$ cat src/rtl/si_tag_pkg.sv
// rtl/si_tag_pkg.sv - record layout, field positions and decoded-tag type for the tag unpacker
package si_tag_pkg;

  localparam int REC_W    = 32;
  localparam int OFFSET_W = 24;
  localparam int BASE_W   = 64 - OFFSET_W;

  localparam int TYPE_HI  = 31;
  localparam int TYPE_LO  = 30;
  localparam int CH_HI    = 29;
  localparam int CH_LO    = 25;
  localparam int EDGE_BIT = 24;
  localparam int ROLL_HI  = 29;

  typedef enum logic [1:0] {
    PAD  = 2'b00,
    TAG  = 2'b01,
    ROLL = 2'b10,
    RSVD = 2'b11
  } rec_type_e;

  typedef struct packed {
    logic [63:0] tagtime;
    logic [4:0]  channel;
    logic        rising_edge;
  } tag_t;

endpackage

$ cat src/rtl/si_tag_decode.sv
// rtl/si_tag_decode.sv - combinational decode of one 32-bit record against the current time base
module si_tag_decode
  import si_tag_pkg::*;
(
  input  logic [REC_W-1:0]  rec,
  input  logic [BASE_W-1:0] time_base,
  output rec_type_e         rec_type,
  output tag_t              tag,
  output logic [BASE_W-1:0] roll_inc
);

  assign rec_type        = rec_type_e'(rec[TYPE_HI:TYPE_LO]);
  assign tag.tagtime     = {time_base, rec[OFFSET_W-1:0]};
  assign tag.channel     = rec[CH_HI:CH_LO];
  assign tag.rising_edge = rec[EDGE_BIT];
  // Rollover payload is an unsigned increment, zero-extended into the base width.
  assign roll_inc        = BASE_W'(rec[ROLL_HI:0]);

endmodule

$ cat src/rtl/si_tag_unpacker.sv
// rtl/si_tag_unpacker.sv - unpacks four tag records per stream word, one slot per cycle
module si_tag_unpacker
  import si_tag_pkg::*;
#(
  parameter int SLOTS    = 4,
  parameter int OFFSET_W = 24
) (
  input  logic                  clk,
  input  logic                  rst,
  input  logic                  s_axis_tvalid,
  output logic                  s_axis_tready,
  input  logic [32*SLOTS-1:0]   s_axis_tdata,
  output logic                  valid_tag,
  output logic [63:0]           tagtime,
  output logic [4:0]            channel,
  output logic                  rising_edge,
  output logic [31:0]           stat_rollovers,
  output logic [15:0]           stat_reserved
);

  localparam int TB_W  = 64 - OFFSET_W;
  localparam int IDX_W = $clog2(SLOTS);
  localparam logic [IDX_W-1:0] LAST = IDX_W'(SLOTS - 1);

  typedef enum logic {IDLE, DRAIN} state_e;

  state_e              state;
  logic [IDX_W-1:0]    idx;
  logic [32*SLOTS-1:0] hold;
  logic [TB_W-1:0]     time_base;

  logic [REC_W-1:0]    rec;
  rec_type_e           rec_type;
  tag_t                dec_tag;
  logic [TB_W-1:0]     roll_inc;
  logic                xfer;

  // Ready depends on state alone so upstream never sees a tvalid->tready path.
  assign s_axis_tready = (state == IDLE) || (idx == LAST);
  assign xfer          = s_axis_tvalid && s_axis_tready;
  assign rec           = hold[32*idx +: 32];

  si_tag_decode u_decode (
    .rec       (rec),
    .time_base (time_base),
    .rec_type  (rec_type),
    .tag       (dec_tag),
    .roll_inc  (roll_inc)
  );

  always_ff @(posedge clk or posedge rst) begin
    if (rst) begin
      state          <= IDLE;
      idx            <= '0;
      hold           <= '0;
      time_base      <= '0;
      valid_tag      <= 1'b0;
      tagtime        <= '0;
      channel        <= '0;
      rising_edge    <= 1'b0;
      stat_rollovers <= '0;
      stat_reserved  <= '0;
    end else begin
      valid_tag <= 1'b0;
      case (state)
        IDLE: begin
          if (xfer) begin
            hold  <= s_axis_tdata;
            idx   <= '0;
            state <= DRAIN;
          end
        end
        DRAIN: begin
          case (rec_type)
            TAG: begin
              valid_tag   <= 1'b1;
              tagtime     <= dec_tag.tagtime;
              channel     <= dec_tag.channel;
              rising_edge <= dec_tag.rising_edge;
            end
            ROLL: begin
              time_base      <= time_base + roll_inc;
              stat_rollovers <= stat_rollovers + 32'd1;
            end
            RSVD: begin
              if (stat_reserved != 16'hFFFF)
                stat_reserved <= stat_reserved + 16'd1;
            end
            default: ;
          endcase
          // Reloading on the last slot keeps a sustained stream bubble-free.
          if (idx == LAST) begin
            if (xfer) begin
              hold <= s_axis_tdata;
              idx  <= '0;
            end else begin
              state <= IDLE;
            end
          end else begin
            idx <= idx + 1'b1;
          end
        end
        default: state <= IDLE;
      endcase
    end
  end

endmodule

$ cat config.mk
export PLATFORM = sky130hd
export DESIGN_NAME = si_tag_unpacker
export DESIGN_NICKNAME = d
export VERILOG_FILES = /design/src/rtl/si_tag_pkg.sv /design/src/rtl/si_tag_decode.sv /design/src/rtl/si_tag_unpacker.sv
export SDC_FILE = /design/constraint.sdc
export NUM_CORES = 1
export LEC_CHECK = 0
export BUFFER_PORTS_ARGS = -buffer_cell sky130_fd_sc_hd__buf_4
export CELL_PAD_IN_SITES_DETAIL_PLACEMENT = 0
export CELL_PAD_IN_SITES_GLOBAL_PLACEMENT = 1
export CORE_AREA = 2 2 225 227
export DETAILED_ROUTE_END_ITERATION = 16
export DIE_AREA = 0 0 227 229
export HOLD_SLACK_MARGIN = 0.06
export PLACE_DENSITY_LB_ADDON = 0.1
export SYNTH_ARGS = -nofsm -noshare
export SYNTH_HDL_FRONTEND = slang
export SYNTH_HIERARCHICAL = 1
export SYNTH_SLANG_ARGS = --single-unit
$ cat constraint.sdc
create_clock -name clk -period 13.06 [get_ports clk]
set_input_delay 1.959 -clock clk [delete_from_list [all_inputs] [get_ports clk]]
set_output_delay 1.959 -clock clk [all_outputs]
set_load 0.1 [all_outputs]
Word level (Yosys, flattened, before mapping)
Index checks and enable logic that the tools add are counted.
{"block": "op_classes", "magnitude_cmp": 0, "n_reduce_logical": 5, "shifts": 1, "n_mul": 0, "div_mod_pow": 0, "muxes": 11, "eq_ne": 6, "addsub": 4, "bitwise_logic": 1}
{"op": "two-way mux 128 bit", "n": 2}
{"op": "one-hot mux 128 bit (2 select lines)", "n": 1}
{"op": "indexed part select 128 x 8 -> 32 bit", "n": 1}
{"op": "adder 40 x 30 -> 40 bit", "n": 1}
{"op": "adder 32 x 1 -> 32 bit (second input constant)", "n": 1}
{"op": "adder 16 x 1 -> 16 bit (second input constant)", "n": 1}
{"op": "!= test 16 bit (second input constant)", "n": 1}
{"op": "equality test 2 bit (second input constant)", "n": 3}
{"op": "two-way mux 1 bit", "n": 4}
{"op": "two-way mux 2 bit", "n": 2}
{"op": "one-hot mux 2 bit (2 select lines)", "n": 1}
{"op": "AND reduction 2 bit", "n": 2}
{"op": "AND reduction 3 bit", "n": 1}
{"op": "adder 2 x 1 -> 2 bit (second input constant)", "n": 1}
{"op": "equality test 2 x 1 -> 1 bit (second input constant)", "n": 1}
{"op": "!= test 2 x 1 -> 1 bit (second input constant)", "n": 1}
{"op": "one-hot mux 1 bit (2 select lines)", "n": 1}
{"op": "logical AND 1 bit", "n": 1}
{"op": "logical OR 1 bit", "n": 1}
{"op": "inverter 1 bit", "n": 1}
{"block": "word_totals", "out_inout_bits": 120, "mem_bits_ro": 0, "ramBits": 0, "latchBits": 0, "n_memories": 0, "reg_bits": 290, "wordCells": 38}

Longest topological paths before layout
Gate-level depths: netlist (run 1).
{"block": "depth", "ltp_word": 6, "depth_mapped": 15}

Cells and area by module
Netlist (run 1), hierarchy kept.
{"mod": "si_tag_unpacker", "instances": 1, "area_per_inst_um2": 13912.1, "cells_each": 1255}
{"mod": "si_tag_decode", "instances": 1, "area_per_inst_um2": 844.6, "cells_each": 113}

Least setup slack after synthesis (run 1)
Ideal clock, no wire load.
{"block": "synth_path", "path_type": "register -> register", "startpoint": "register idx[0]", "endpoint": "register time_base[38]", "synth_period_minus_slack_ns": 4.116, "arrival_ns": 3.985, "required_ns": 12.929, "path_slack_ns": 8.944, "path_stages_with_launch": 16, "cell_sequence": "dfrtp_1 > clkbuf_1 > buf_1 > mux4_2 > buf_4 > ha_1 > fa_1 > a211oi_1 > o211ai_2 > nand4_2 > a21oi_2 > nor3_2 > nor3_4 > a41oi_2 > nor4_1 > or3_1"}
{"block": "synth_between", "elab_cells_between_ends": 4}
{"element": "start, declared", "line": "si_tag_unpacker.sv:28", "rtl": "logic [IDX_W-1:0] idx;"}
{"element": "start signal, assigned", "line": "si_tag_unpacker.sv:100", "rtl": "idx <= idx + 1'b1;"}
{"element": "indexed part select 128 x 8 -> 32 bit", "line": "si_tag_unpacker.sv:41", "rtl": "assign rec = hold[32*idx +: 32];"}
{"element": "net rec[0]", "line": "si_tag_unpacker.sv:32", "rtl": "logic [REC_W-1:0] rec;"}
{"element": "adder 40 x 30 -> 40 bit", "line": "si_tag_unpacker.sv:82", "rtl": "time_base <= time_base + roll_inc;"}
{"element": "end signal, assigned", "line": "si_tag_unpacker.sv:82"}
{"element": "end, declared", "line": "si_tag_unpacker.sv:30", "rtl": "logic [TB_W-1:0] time_base;"}
The timed path passes the listed nets, and every way through them passes these cells.
A chain may end at the register's enable or synchronous reset.

Final worst setup path (run 1)
{"block": "layout_path", "startpoint": "register idx[0]", "endpoint": "output port s_axis_tready"}
{"block": "layout_between", "elab_chain_cells": 2}
{"element": "equality test 2 bit", "line": "si_tag_unpacker.sv:39", "rtl": "assign s_axis_tready = (state == IDLE) || (idx == LAST);"}
{"element": "logical OR 1 bit", "line": "si_tag_unpacker.sv:39"}
{"element": "end, declared", "line": "si_tag_unpacker.sv:11", "rtl": "output logic s_axis_tready,"}
Every way passes these cells.

==> summary.md, run 1 <==
| Metric | Value |
|---|---|
| Outcome | `complete, no violations` |
| Core box area | `0.0497 mm^2` |
| Initial Util | `between 20% and 30%` |
| Hold path start | `tagtime[36]` |
| Number of global-route vias before repair | `10500` |
| Final Cycle Share | `~33%` |
| Post-CTS setup buffer count | `0` |
| Setup crit end kind | `output pin` |
| First drt pass iteration count | `4` |
| Max-slew violation count | `0` |
| Type of origin of the critical path | `register` |
| Synth Flop Type | `dfrtp_1` |
| Clock latency on the worst-skew pair | `around 0.55 ns` |
| Die X | `227 um` |
| Reg2Reg Setup Slack | `8.96 ns` |
| Die ar. | `0.0520 mm^2` |
| Post-route DRC | `0` |
| Least-Margin Pin Slew | `roughly 1.2 ns` |
| Setup-failing EPs final | `0` |
| Mapped Area | `0.0148 mm^2` |
| Reg2reg path depth | `12` |
| Crit Path Class | `reg -> out` |
| FILL cells | `roughly 5100` |
| Avg Inst Size Synth | `about 11 um^2` |
| Num CTS Buffers | `39` |
| Worst r2r src | `idx[0]` |
| CP Max Fanout | `34` |
| RD Place Congestion | `between 0.7 and 0.8` |
| Initial antenna violation count | `2` |
| Clock Tree Buf Depth | `3` |
| Nets | `1678` |
| R2r endpoint | `time_base[38]` |
| Critical path arrival | `approximately 2.3 ns` |
| Post-synthesis sequential area ratio | `about half` |
| DP HPWL | `~30000 um` |
| Tmin final | `about 4.3 ns` |
| Port bufs | `250` |
| Gr ovfl total | `0` |
| Hold path endpoint | `tagtime[36]` |
| Max Cap Viol | `0` |
| EDFF count, synth | `0` |
| Clock-pin transition on the worst setup and hold timing paths | `approximately 0.050 ns` |
| WL/cell | `approximately 18 um` |
| Hold Fails Final Rpt | `0` |
| Top Ports | `251` |
| Vias per inst | `approximately 4.5` |
| ANT nets after route | `0` |
| Slew margin rel. | `22.0%` |
| First-pass GRT wire length | `about 63000 um` |
| Die H | `between 200 and 250 um` |
| Root buffer cell | `clkbuf_16` |
| H-tree lvl count | `2` |
| Area Overhead vs Synth | `20.0%` |
| Instance count of the mapped netlist | `1368` |
| WHS Path Cells | `2` |
| Yosys warning total | `6` |
| Rows | `82` |
| Layout cells sized above 1 | `32.4%` |
| Final setup TNS | `0 ns` |
| Netlist cell types | `between 60 and 70` |
| Largest net degree at the start of global routing | `108` |
| CTS tree | `done` |
| Hold_buf cts | `0` |
| #FFs+latches synth | `just under 300` |
| RSZ-0062 raised after global routing | `false` |
| Ys async rst share | `100%` |
| DR iter-0 viols | `375` |
| All-Layer GR Usage | `about 16%` |
| CTS resizes | `0` |
| Final wirelength | `40300 um` |
| Setup Skew | `0.0248 ns` |
| CTS Sinks | `290` |
| Via count | `9963` |
| Max Fclk | `~0.23 GHz` |
| Worst path required time | `about 11 ns` |
| Hold Crit Class | `reg -> reg` |
==> routing by layer <==
| metal | track usage (%) | wire, um | part of all wire (%) | vias to the layer above |
|---|---|---|---|---|
| li1 | - | - | - | 4883 |
| met1 | 21.7 | 18900 | 47 | 4835 |
| met2 | 24.2 | 18100 | 45 | 198 |
| met3 | 4.54 | 2520 | 6.3 | 45 |
| met4 | 4.29 | 692 | 1.7 | 2 |
| met5 | 0 | 16 | 0.040 | - |
==> synth_stat cells, types with 3 or more instances <==
cell type | instances | area, um^2
a21o_1 | 12 | 90.1
dfrtp_1 | 290 | 7260
nand2_1 | 306 | 1150
a221oi_1 | 3 | 26.3
nand4_1 | 29 | 181
xor2_1 | 25 | 219
or3_1 | 3 | 18.8
mux4_2 | 32 | 721
nor4_1 | 4 | 25.0
xnor2_1 | 53 | 464
and4_1 | 8 | 70.1
nor2_1 | 35 | 131
o21bai_1 | 8 | 60.1
clkbuf_1 | 46 | 173
a31oi_1 | 4 | 25.0
buf_2 | 10 | 50.1
nand3_1 | 19 | 95.1
nor2b_1 | 4 | 25.0
nor3_1 | 7 | 35.0
nor3_2 | 5 | 50.1
nand2b_1 | 4 | 25.0
o21ai_0 | 57 | 285
buf_1 | 6 | 22.5
and3_1 | 8 | 50.1
inv_1 | 19 | 71.3
a21oi_1 | 40 | 200
buf_4 | 112 | 841
ha_1 | 42 | 526
a211oi_1 | 5 | 37.5
mux2_2 | 129 | 1450
a221o_1 | 3 | 30.0
o21a_1 | 3 | 22.5
==> metrics by stage <==
stage          cell area [um^2]  hold WS [ns]  std cells  util (%)  worst slack (ns)
3_3_place_gp              16500         0.457       2135      33.3              8.92
3_5_place_dp              16500         0.463       2135      33.3              8.89
5_1_grt                   17700         0.495       2200      35.7              8.55
2_1_floorplan             14800         0.469       1377         -              3.10
4_1_cts                   17700         0.474       2200      35.7              8.66
6_report                  17700         0.470       2201      35.7              8.78
==> layout by cell type, fill, tap and decap left out, types with 19 or more instances in the layout <==
cell / n
a21oi_1: 40
buf_4: 260
clkbuf_16: 40
dfrtp_1: 289
ha_1: 42
mux2_2: 129
mux4_2: 32
nand2_1: 305
nand3_1: 19
nand4_1: 29
nor2_1: 35
o21ai_0: 57
xnor2_1: 53
xor2_1: 25
==> state kept, by name, indices dropped and copies added, names as in the netlist <==
name / cells
hold: 128
stat_reserved: 16
idx: 2
channel: 5
rising_edge: 1
time_base: 40
tagtime: 64
stat_rollovers: 32
state: 1
valid_tag: 1
==> cells by family after synthesis <==
| group | after synthesis | synth area share (%) |
|---|---|---|
| other | 1 | 0.0254 |
| adders and majority gates | 43 | 3.70 |
| muxes | 162 | 14.8 |
| DFF | 290 | 49.2 |
| buffers and inverters | 194 | 7.87 |
| and+or+nand+nor | 446 | 13.3 |
| AOI/OAI and AO/OA | 154 | 6.48 |
| xor gates and xnor gates | 78 | 4.63 |
==> worst max-delay path by stage <==
stage	cells past startpoint	startpoint	slack [ns]	end
after CTS	4	idx[0]	8.66	s_axis_tready
final	4	idx[0]	8.78	s_axis_tready
after global routing	4	idx[0]	8.55	s_axis_tready
after floorplan	1	rst	3.10	channel[0]
after global placement	13	idx[0]	8.92	time_base[38]
after detailed placement	13	idx[0]	8.89	time_base[38]
==> critical path, stage by stage, from the launching register on <==
cell	delay (ns)
dfrtp_2	0.33
buf_4	0.56
ha_1	0.24
nand2b_1	0.27
buf_4	0.36
==> cell type report <==
class	instances	area (um^2)	share of cell area [%]
clock buffers	57	1110	6.29
diodes	1	2.50	0.0141
flip-flops and latches	290	7260	41.0
well taps	672	841	4.75
repair buffers	260	1950	11.0
clock inverters	8	82.6	0.466
inverters	20	82.6	0.466
multi-input cells	893	6380	36.0
Power of run 1 is left out: the tool's default activity adds up to more than one toggle a clock period on the data nets, which glitch-free logic cannot reach.
==> run 2: changes to the inputs <==
clock period = 3.9 ns   (was 13.06 ns; I/O delays follow)
==> run 2 against run 1 <==
Cell count up 1.3%. Setup slack got worse by 8.6 ns. Count of clock-buffer cells in the layout shrank 5. Final area rose by 1.7%. Sequential share of layout area shrank 0.68 points. Die area is the same. Hold slack worse by 0.36 ns. Critical path depth up 8. Highest routed layer unchanged.
==> summary.md, run 2 (synthesized netlist as in run 1, its figures left out) <==
| Metric | Value |
|---|---|
| Final Cycle Share | `a little over nine tenths` |
| Vias per inst | `4.55 (was 4.53)` |
| Type of origin of the critical path | `register (unchanged)` |
| Critical path arrival | `4.10 ns (was 2.32 ns)` |
| First drt pass iteration count | `4 (unchanged)` |
| Layout cells sized above 1 | `34.0% (was 32.4%)` |
| First-pass GRT wire length | `63800 um (was 62900 um)` |
| Num CTS Buffers | `37 (was 39)` |
| Flip-flop count of the largest register after layout | `128 (unchanged)` |
| H-tree lvl count | `2 (unchanged)` |
| Hold_buf cts | `0 (unchanged)` |
| ANT nets after route | `0 (unchanged)` |
| Die ar. | `0.0520 mm^2 (unchanged)` |
| Crit Path Class | `reg -> reg (was reg -> out)` |
| DP HPWL | `31100 um (was 29300 um)` |
| Largest net degree at the start of global routing | `78 (was 108)` |
| Die H | `229 um (unchanged)` |
| Clock Tree Buf Depth | `3 (unchanged)` |
| Final wirelength | `41200 um (was 40300 um)` |
| Hold Crit Class | `in -> async (was reg -> reg)` |
| CP Max Fanout | `6 (was 34)` |
| Setup Skew | `0.0268 ns (was 0.0248 ns)` |
| Hold Fails Final Rpt | `0 (unchanged)` |
| Highest-count cells in the layout ignoring fill and taps | `305 x nand2_1, 288 x dfrtp_1, 283 x buf_4, 129 x mux2_2, 57 x o21ai_0 (was 305 x nand2_1, 289 x dfrtp_1, 260 x buf_4, 129 x mux2_2, 57 x o21ai_0)` |
| Nets | `1706 (was 1678)` |
| Area Overhead vs Synth | `22.1% (was 20.0%)` |
| Clock-pin transition on the worst setup and hold timing paths | `0.06 ns (was 0.05 ns)` |
| Most common cell after layout, fill and taps aside | `nand2_1 (unchanged)` |
| All-Layer GR Usage | `16.1% (was 15.8%)` |
| Tmin final | `~3.7 ns` |
| Core box area | `0.0497 mm^2 (unchanged)` |
| Final setup TNS | `0 ns (unchanged)` |
| Most flops, register | `hold (unchanged)` |
| CTS Sinks | `290 (unchanged)` |
| Outcome | `complete, no violations (unchanged)` |
| Worst path required time | `4.32 ns (was 11.10 ns)` |
| Top Ports | `251 (unchanged)` |
| RSZ-0062 raised after global routing | `false (unchanged)` |
| Gr ovfl total | `0 (unchanged)` |
| RD Place Congestion | `0.794 (was 0.784)` |
| Rows | `82 (unchanged)` |
| CTS tree | `done (unchanged)` |
| Die X | `227 um (unchanged)` |
| Port bufs | `250 (unchanged)` |
| R2r endpoint | `time_base[38] (unchanged)` |
| Max Fclk | `about 0.27 GHz` |
| Max-slew violation count | `0 (unchanged)` |
| Post-route DRC | `0 (unchanged)` |
| Top flop regs | `hold x128, tagtime x64, time_base x40 (unchanged)` |
| Via count | `10100 (was 9963)` |
| Setup crit end kind | `register (was output pin)` |
| Initial Util | `29.7% (unchanged)` |
| Reg2reg path depth | `12 (unchanged)` |
| DR iter-0 viols | `415 (was 375)` |
| Setup-failing EPs final | `0 (unchanged)` |
| Worst r2r src | `idx[0] (unchanged)` |
| Max Cap Viol | `0 (unchanged)` |
| Least-Margin Pin Slew | `0.825 ns (was 1.17 ns)` |
| Root buffer cell | `clkbuf_16 (unchanged)` |
| Reg2Reg Setup Slack | `0.22 ns (was 8.96 ns)` |
| Initial antenna violation count | `4 (was 2)` |
| WL/cell | `18.5 um (was 18.3 um)` |
| Slew margin rel. | `45.0% (was 22.0%)` |
| Number of global-route vias before repair | `10600 (was 10500)` |
| Clock latency on the worst-skew pair | `0.55 ns (about the same)` |
-- run 2: cell types whose count changed in the layout (fill, tap and decap cells not counted), sizes merged --
| cell | delta |
|---|---|
| bufinv | +1 |
| clkbuf | -5 |
| inv | -2 |
| buf | +30 |
| clkinv | +4 |
-- run 2: area by class of cell --
cell class                      count  area (um^2)
Antenna cell                        1         2.50
Fill cell                        5041        31600
Timing Repair Buffer              290         2260
Clock inverter                     11          120
Inverter                           20         78.8
Clock buffer                       52         1070
Multi-Input combinational cell    893         6380
Sequential cell                   290         7260
Tap cell                          672          841
-- run 2: worst max-delay path, cell delays in order, from the launching register on --
cell,delay [ns]
dfrtp_4,0.51
buf_12,0.13
mux4_2,0.54
ha_1,0.41
o21ai_0,0.17
o211ai_2,0.23
nand4_2,0.17
a21oi_2,0.22
nor3_2,0.08
nor3_4,0.30
a41oi_2,0.21
and4_1,0.23
or3_1,0.35
-- run 2: timing repair --
item                       4_1_cts  5_1_grt
buffers inserted                 0        3
hold endpoints to repair         0        0
resized for setup                0        2
setup endpoints to repair        0        4
-- run 2: per-stage QoR --
stage	instances	instance area, um^2	utilization, %	hold WS, ns	setup WS [ns]
finish	2229	18000	36.3	0.112	0.220
global route	2228	18000	36.3	0.128	0.0170
CTS	2225	18000	36.2	0.103	0.0997
detailed placement	2162	16800	33.8	0.459	0.109
global placement	2162	16800	33.8	0.458	0.140
floorplan	1377	14800	-	0.469	-0.532
-- run 2: how the worst max path moves through the flow --
stage	start	end	cells after the start
floorplan	rst	channel[0]	1
global placement	idx[0]	time_base[38]	12
detailed placement	idx[0]	time_base[38]	12
CTS	idx[0]	time_base[38]	12
global route	idx[0]	time_base[38]	12
finish	idx[0]	time_base[38]	12
-- run 2: routing by layer --
metal	up-vias	routed length, um	global-route usage (%)
li1	4924	-	-
met1	4958	19200	22.6
met2	203	18300	24.1
met3	56	2830	5.03
met4	6	804	3.74
met5	-	46	0
Power of run 2 is left out for the same reason.
